### src/rtl/vec_fifo_reader.sv
// Read-side burst controller: pops a fixed number of entries from a FWFT FIFO and
// forwards them downstream through a 2-entry skid buffer, decoupling i_ready from the pop.
module vec_fifo_reader #(
  parameter  int WIDTH   = 248,
  parameter  int MAX_LEN = 256,
  localparam int LEN_W   = $clog2(MAX_LEN) + 1
) (
  input  logic             i_clk,
  input  logic             i_rstn,
  input  logic             i_start,
  input  logic [LEN_W-1:0] i_len,
  output logic             o_busy,
  output logic             o_done,
  output logic [LEN_W-1:0] o_remaining,
  output logic             o_fifo_read,
  input  logic [WIDTH-1:0] i_fifo_data,
  input  logic             i_fifo_empty,
  output logic             o_valid,
  output logic [WIDTH-1:0] o_data,
  input  logic             i_ready
);

  typedef enum logic [1:0] {
    S_IDLE,
    S_RUN,
    S_FLUSH,
    S_DONE
  } state_e;

  state_e             state_q, state_d;
  logic [LEN_W-1:0]   rem_q, rem_d;
  logic [1:0]         occ_q, occ_d;
  logic [WIDTH-1:0]   head_q, head_d;
  logic [WIDTH-1:0]   tail_q, tail_d;
  logic               pop;
  logic               xfer;

  // Pop only looks at registered state and the empty flag, never at i_ready.
  assign pop  = (state_q == S_RUN) && !i_fifo_empty && (rem_q != '0) && (occ_q < 2'd2);
  assign xfer = (occ_q != 2'd0) && i_ready;

  always_comb begin
    // NOTE: every always_comb target gets a default first so no path infers a latch.
    state_d = state_q;
    rem_d   = rem_q;
    occ_d   = occ_q;
    head_d  = head_q;
    tail_d  = tail_q;

    unique case (state_q)
      S_IDLE: begin
        if (i_start) begin
          rem_d   = i_len;
          state_d = (i_len == '0) ? S_DONE : S_RUN;
        end
      end
      S_RUN: begin
        if (pop && (rem_q == LEN_W'(1))) state_d = S_FLUSH;
      end
      S_FLUSH: begin
        // No pops happen here, so occupancy 1 plus a transfer means the last entry left.
        if (xfer && (occ_q == 2'd1)) state_d = S_DONE;
      end
      S_DONE: state_d = S_IDLE;
      default: state_d = S_IDLE;
    endcase

    if (pop) rem_d = rem_q - LEN_W'(1);

    unique case (occ_q)
      2'd0: begin
        if (pop) begin
          head_d = i_fifo_data;
          occ_d  = 2'd1;
        end
      end
      2'd1: begin
        if (pop && xfer) begin
          head_d = i_fifo_data;
        end else if (pop) begin
          tail_d = i_fifo_data;
          occ_d  = 2'd2;
        end else if (xfer) begin
          occ_d  = 2'd0;
        end
      end
      2'd2: begin
        if (xfer) begin
          head_d = tail_q;
          occ_d  = 2'd1;
        end
      end
      default: occ_d = 2'd0;
    endcase
  end

  // NOTE: the data registers are reset too, because o_data must read zero out of reset.
  always_ff @(posedge i_clk or negedge i_rstn) begin
    if (!i_rstn) begin
      // NOTE: sequential state uses <= so every register samples pre-edge values.
      state_q <= S_IDLE;
      rem_q   <= '0;
      occ_q   <= 2'd0;
      head_q  <= '0;
      tail_q  <= '0;
    end else begin
      state_q <= state_d;
      rem_q   <= rem_d;
      occ_q   <= occ_d;
      head_q  <= head_d;
      tail_q  <= tail_d;
    end
  end

  assign o_busy      = (state_q != S_IDLE);
  assign o_done      = (state_q == S_DONE);
  assign o_remaining = rem_q;
  assign o_fifo_read = pop;
  assign o_valid     = (occ_q != 2'd0);
  assign o_data      = head_q;

endmodule

### config.mk
export PLATFORM = sky130hd
export DESIGN_NAME = vec_fifo_reader
export DESIGN_NICKNAME = d
export VERILOG_FILES = /design/src/rtl/vec_fifo_reader.sv
export SDC_FILE = /design/constraint.sdc
export NUM_CORES = 1
export LEC_CHECK = 0
export ABC_AREA = 1
export CORE_ASPECT_RATIO = 0.8
export CORE_MARGIN = 1.5
export CORE_UTILIZATION = 35
export DETAILED_ROUTE_END_ITERATION = 8
export GPL_TIMING_DRIVEN = 0
export PLACE_DENSITY = 0.63
export SYNTH_ARGS = -nofsm -noshare
export SYNTH_HDL_FRONTEND = slang
export SYNTH_SLANG_ARGS = --single-unit
### constraint.sdc
create_clock -name i_clk -period 5.2 [get_ports i_clk]
set_input_delay 1.04 -clock i_clk [delete_from_list [all_inputs] [get_ports i_clk]]
set_output_delay 1.04 -clock i_clk [all_outputs]
set_load 0.02 [all_outputs]
==> impl_summary.txt <==
----------------------------------------------------
[Outcome]
  Run status ... finished clean

[CTS]
  Total clock buffers created by CTS ... 54
  Clk sink count ... 509
  Number of gates given a new drive strength after cts ... 0
  Worst-Skew Late Latency ... 610 ps
  Post-cts hold buffer count ... 0
  Post-CTS Setup Bufs ... 0
  Root cell of the clock tree ... sky130_fd_sc_hd__clkbuf_16
  Number of buffers between clock root and the deepest sink ... 3
  Depth of the CTS H-tree ... 2
  Clock Pin Slew Worst Setup and Hold Paths ... 60 ps
  CTS tree ... built

[Synthesis]
  Synth top cells by count ... 1054 x sky130_fd_sc_hd__nand2_1, 509 x sky130_fd_sc_hd__dfrtp_1, 216 x sky130_fd_sc_hd__o21ai_1
  Register area share after synthesis ... 56.1%
  Count of different cell masters after synthesis ... 28
  Total nets after synthesis ... 2958
  Leading post-synthesis cells by cell area ... sky130_fd_sc_hd__dfrtp_1 56%, sky130_fd_sc_hd__nand2_1 17%, sky130_fd_sc_hd__o21a_1 6.1%
  Share of flip-flops with an asynchronous set or reset after synthesis ... 100%
  Warnings from Yosys ... 0
  Dominant cell type by area after synthesis ... sky130_fd_sc_hd__dfrtp_1
  Average footprint of a synthesized cell ... 8.45 µm²
  Synthesized netlist cell count ... 2688
  Post-Syn Area ... 0.0227 mm²
  Most used flip-flop cell after synthesis ... sky130_fd_sc_hd__dfrtp_1
  FF+latch count, synth ... 509
  Leading cell type by number of instances after synthesis ... sky130_fd_sc_hd__nand2_1
  Number of enable flip-flop cells after synthesis ... 0
  Area share of the largest cell type after synthesis ... 56.1%

[Route]
  Detailed Route WL ... 73800 µm
  Remaining antenna violation count ... 0
  Routed via count ... 19800
  Number of remaining DRC errors ... 0
  Total iterations of the first detailed-routing run ... 5
  Routed wire length per instance ... 17.7 µm
  Mean number of vias per cell ... 4.74
  Initial DRC count ... 1425

[Placed design]
  RD Place Congestion ... 0.856
  Half-perimeter wire length after detailed placement ... 53200 µm
  Count of input and output buffers ... 522
  Area of placed instances ... 0.0291 mm²

[Worst setup path]
  Type of the setup path with the least slack ... input pin to primary output
  Maximum net fanout on the critical path ... 10
  Required time of the worst setup path ... 4160 ps
  Arr. time, crit path ... 3170 ps
  Delay contributed by the slowest stage of the critical path ... 700 ps
  Buffer and inverter count on the worst path ... 4
  Cell mode on critical path ... sky130_fd_sc_hd__clkdlybuf4s50_1
  Kind of end point of the critical path ... primary output
  FF-to-FF path depth ... 7
  Stages on the worst setup path ... 6
  Critical Path Source Type ... input pin
  Largest delay contributor family on the critical path ... buffers and inverters
  Critical-path cell list ... clkdlybuf4s50_1, nor2_2, o21ai_4, inv_2, clkbuf_1, clkdlybuf4s50_1
  Cell with the biggest individual delay on the critical path ... sky130_fd_sc_hd__clkdlybuf4s50_1

[Timing]
  Clock period minus final worst setup slack ... 4210 ps
  Rel. slew slack ... 30.4%
  Period Utilization, post-route ... 81.0%
  Final Hold Vio Count ... 0
  Fmax ... 237 MHz
  Post-Route Skew ... 16.6 ps
  Setup repair after global routing missed its margin ... false
  Post-route setup TNS ... 0 ps
  Actual transition at the worst max-transition pin ... 1040 ps
  # setup viols final ... 0
  Max-slew violations ... 0

[Global routing]
  Antenna violations before repair ... 20
  Global router's overall resource usage ... 22.1%
  Wire length of the first global-routing pass ... 115000 µm
  Vias in the first global route ... 19500
  Congestion Overflow GR ... 0
  Maximum number of pins on one net before global-route repair ... 115

[Power]
  Power consumption ... 0.0183 W
  Static power due to leakage ... 14.8 nW
  Max VDD drop ... 342 µV
  Power density relative to cell area ... 593 mW/mm²

[Floorplan]
  Starting utilization of the core area ... 35.4%
  Die Height ... 231 µm
  Total core area ... 0.0642 mm²
  Die Wd ... 288 µm
  Die Outline Area ... 0.0664 mm²
  Rows ... 83
  Io pins ... 523

[Final layout]
  Final non-filler cell area ... 0.0309 mm²
  Share of layout cells above drive strength 1 ... 6.10%
  Signed area change from the synthesized netlist to the final layout ... 36.1%
  Nets ... 3540

[Min path]
  Worst hold path class ... input pin to async pin

[Flow run]
  Max-cap violations ... 0

----------------------------------------------------
[worst paths after layout]
path	endpoint	slack, ps	from
min reg2reg	tail_q[209]$_DFFE_PN0P_	470	tail_q[209]$_DFFE_PN0P_
min in group i_clk	tail_q[209]$_DFFE_PN0P_	470	tail_q[209]$_DFFE_PN0P_
max reg2reg	o_data[77]$_DFFE_PN0P_	2400	occ_q[0]$_DFFE_PN0P_
max	o_fifo_read	990	i_fifo_empty
min	o_data[106]$_DFFE_PN0P_	460	i_rstn
max in group asynchronous	tail_q[12]$_DFFE_PN0P_	3070	i_rstn
[cell type report]
cell class	count	area, µm²
plain buffers	177	970
multi-input cells	1796	8220
well taps	850	1060
clock buffers	87	1660
fillers	6257	33300
clock inverters	10	123
flip-flops and latches	509	12700
diodes	5	12.5
repair buffers	526	5340
inverters	206	773
[per-layer routing]
| metal | up-vias | wire (µm) | share of wire, % | track usage, % |
|---|---|---|---|---|
| met4 | 28 | 1820 | 2.5 | 5.89 |
| met2 | 513 | 33400 | 45 | 34.9 |
| li1 | 9709 | - | - | - |
| met1 | 9370 | 32700 | 44 | 29.8 |
| met3 | 142 | 5750 | 7.8 | 6.27 |
| met5 | - | 191 | 0.26 | 0 |
[state kept, by name, summed over array words and instances (netlist names)]
signal       cells
o_data         248
occ_q            2
o_remaining      9
state_q          2
tail_q         248
[cells by family (layout without fill, tap and decap cells)]
logic type / after synthesis / in the layout / synth area share [%]
xor+xnor: 4 / 4 / 0.154
compound gates: 565 / 565 / 14.5
buf+inv: 383 / 1006 / 7.68
flops: 509 / 509 / 56.1
other cells: 0 / 5 / 0
fa+ha+maj: 8 / 8 / 0.441
simple gates: 1219 / 1219 / 21.1
[power by group]
| part | total, W | switching [W] | internal [W] |
|---|---|---|---|
| logic | 0.00744 | 0.00424 | 0.00320 |
| registers | 0.00696 | 0.00106 | 0.00590 |
| clock network | 0.00392 | 0.00165 | 0.00227 |
[per-stage QoR]
step,util [%],setup slack (ps),hold slack [ps],instances
after floorplan,-,2350,442,2688
after global placement,45.2,-20600,453,4060
after detailed placement,45.4,996,458,4064
after CTS,48.1,981,473,4161
after global routing,48.1,879,488,4164
final,48.1,987,460,4166
[cells in the final DEF, fill, tap and decap left out, types with 3 or more instances in the layout]
cell type and n:
sky130_fd_sc_hd__nand3_1 141, sky130_fd_sc_hd__ha_1 8, sky130_fd_sc_hd__o21ai_1 216, sky130_fd_sc_hd__clkbuf_8 18, sky130_fd_sc_hd__dfrtp_1 509, sky130_fd_sc_hd__clkinv_2 4
sky130_fd_sc_hd__o21a_1 183, sky130_fd_sc_hd__nand2_1 1054, sky130_fd_sc_hd__xor2_1 3, sky130_fd_sc_hd__buf_1 13, sky130_fd_sc_hd__diode_2 5, sky130_fd_sc_hd__inv_1 203
sky130_fd_sc_hd__buf_4 65, sky130_fd_sc_hd__clkbuf_16 54, sky130_fd_sc_hd__clkdlybuf4s50_1 521, sky130_fd_sc_hd__a21oi_1 3, sky130_fd_sc_hd__buf_16 4, sky130_fd_sc_hd__clkbuf_1 75
sky130_fd_sc_hd__inv_6 3, sky130_fd_sc_hd__o21ai_0 161, sky130_fd_sc_hd__nor2_1 13, sky130_fd_sc_hd__buf_2 37
Note: power is estimated with default switching activity, not from simulation.
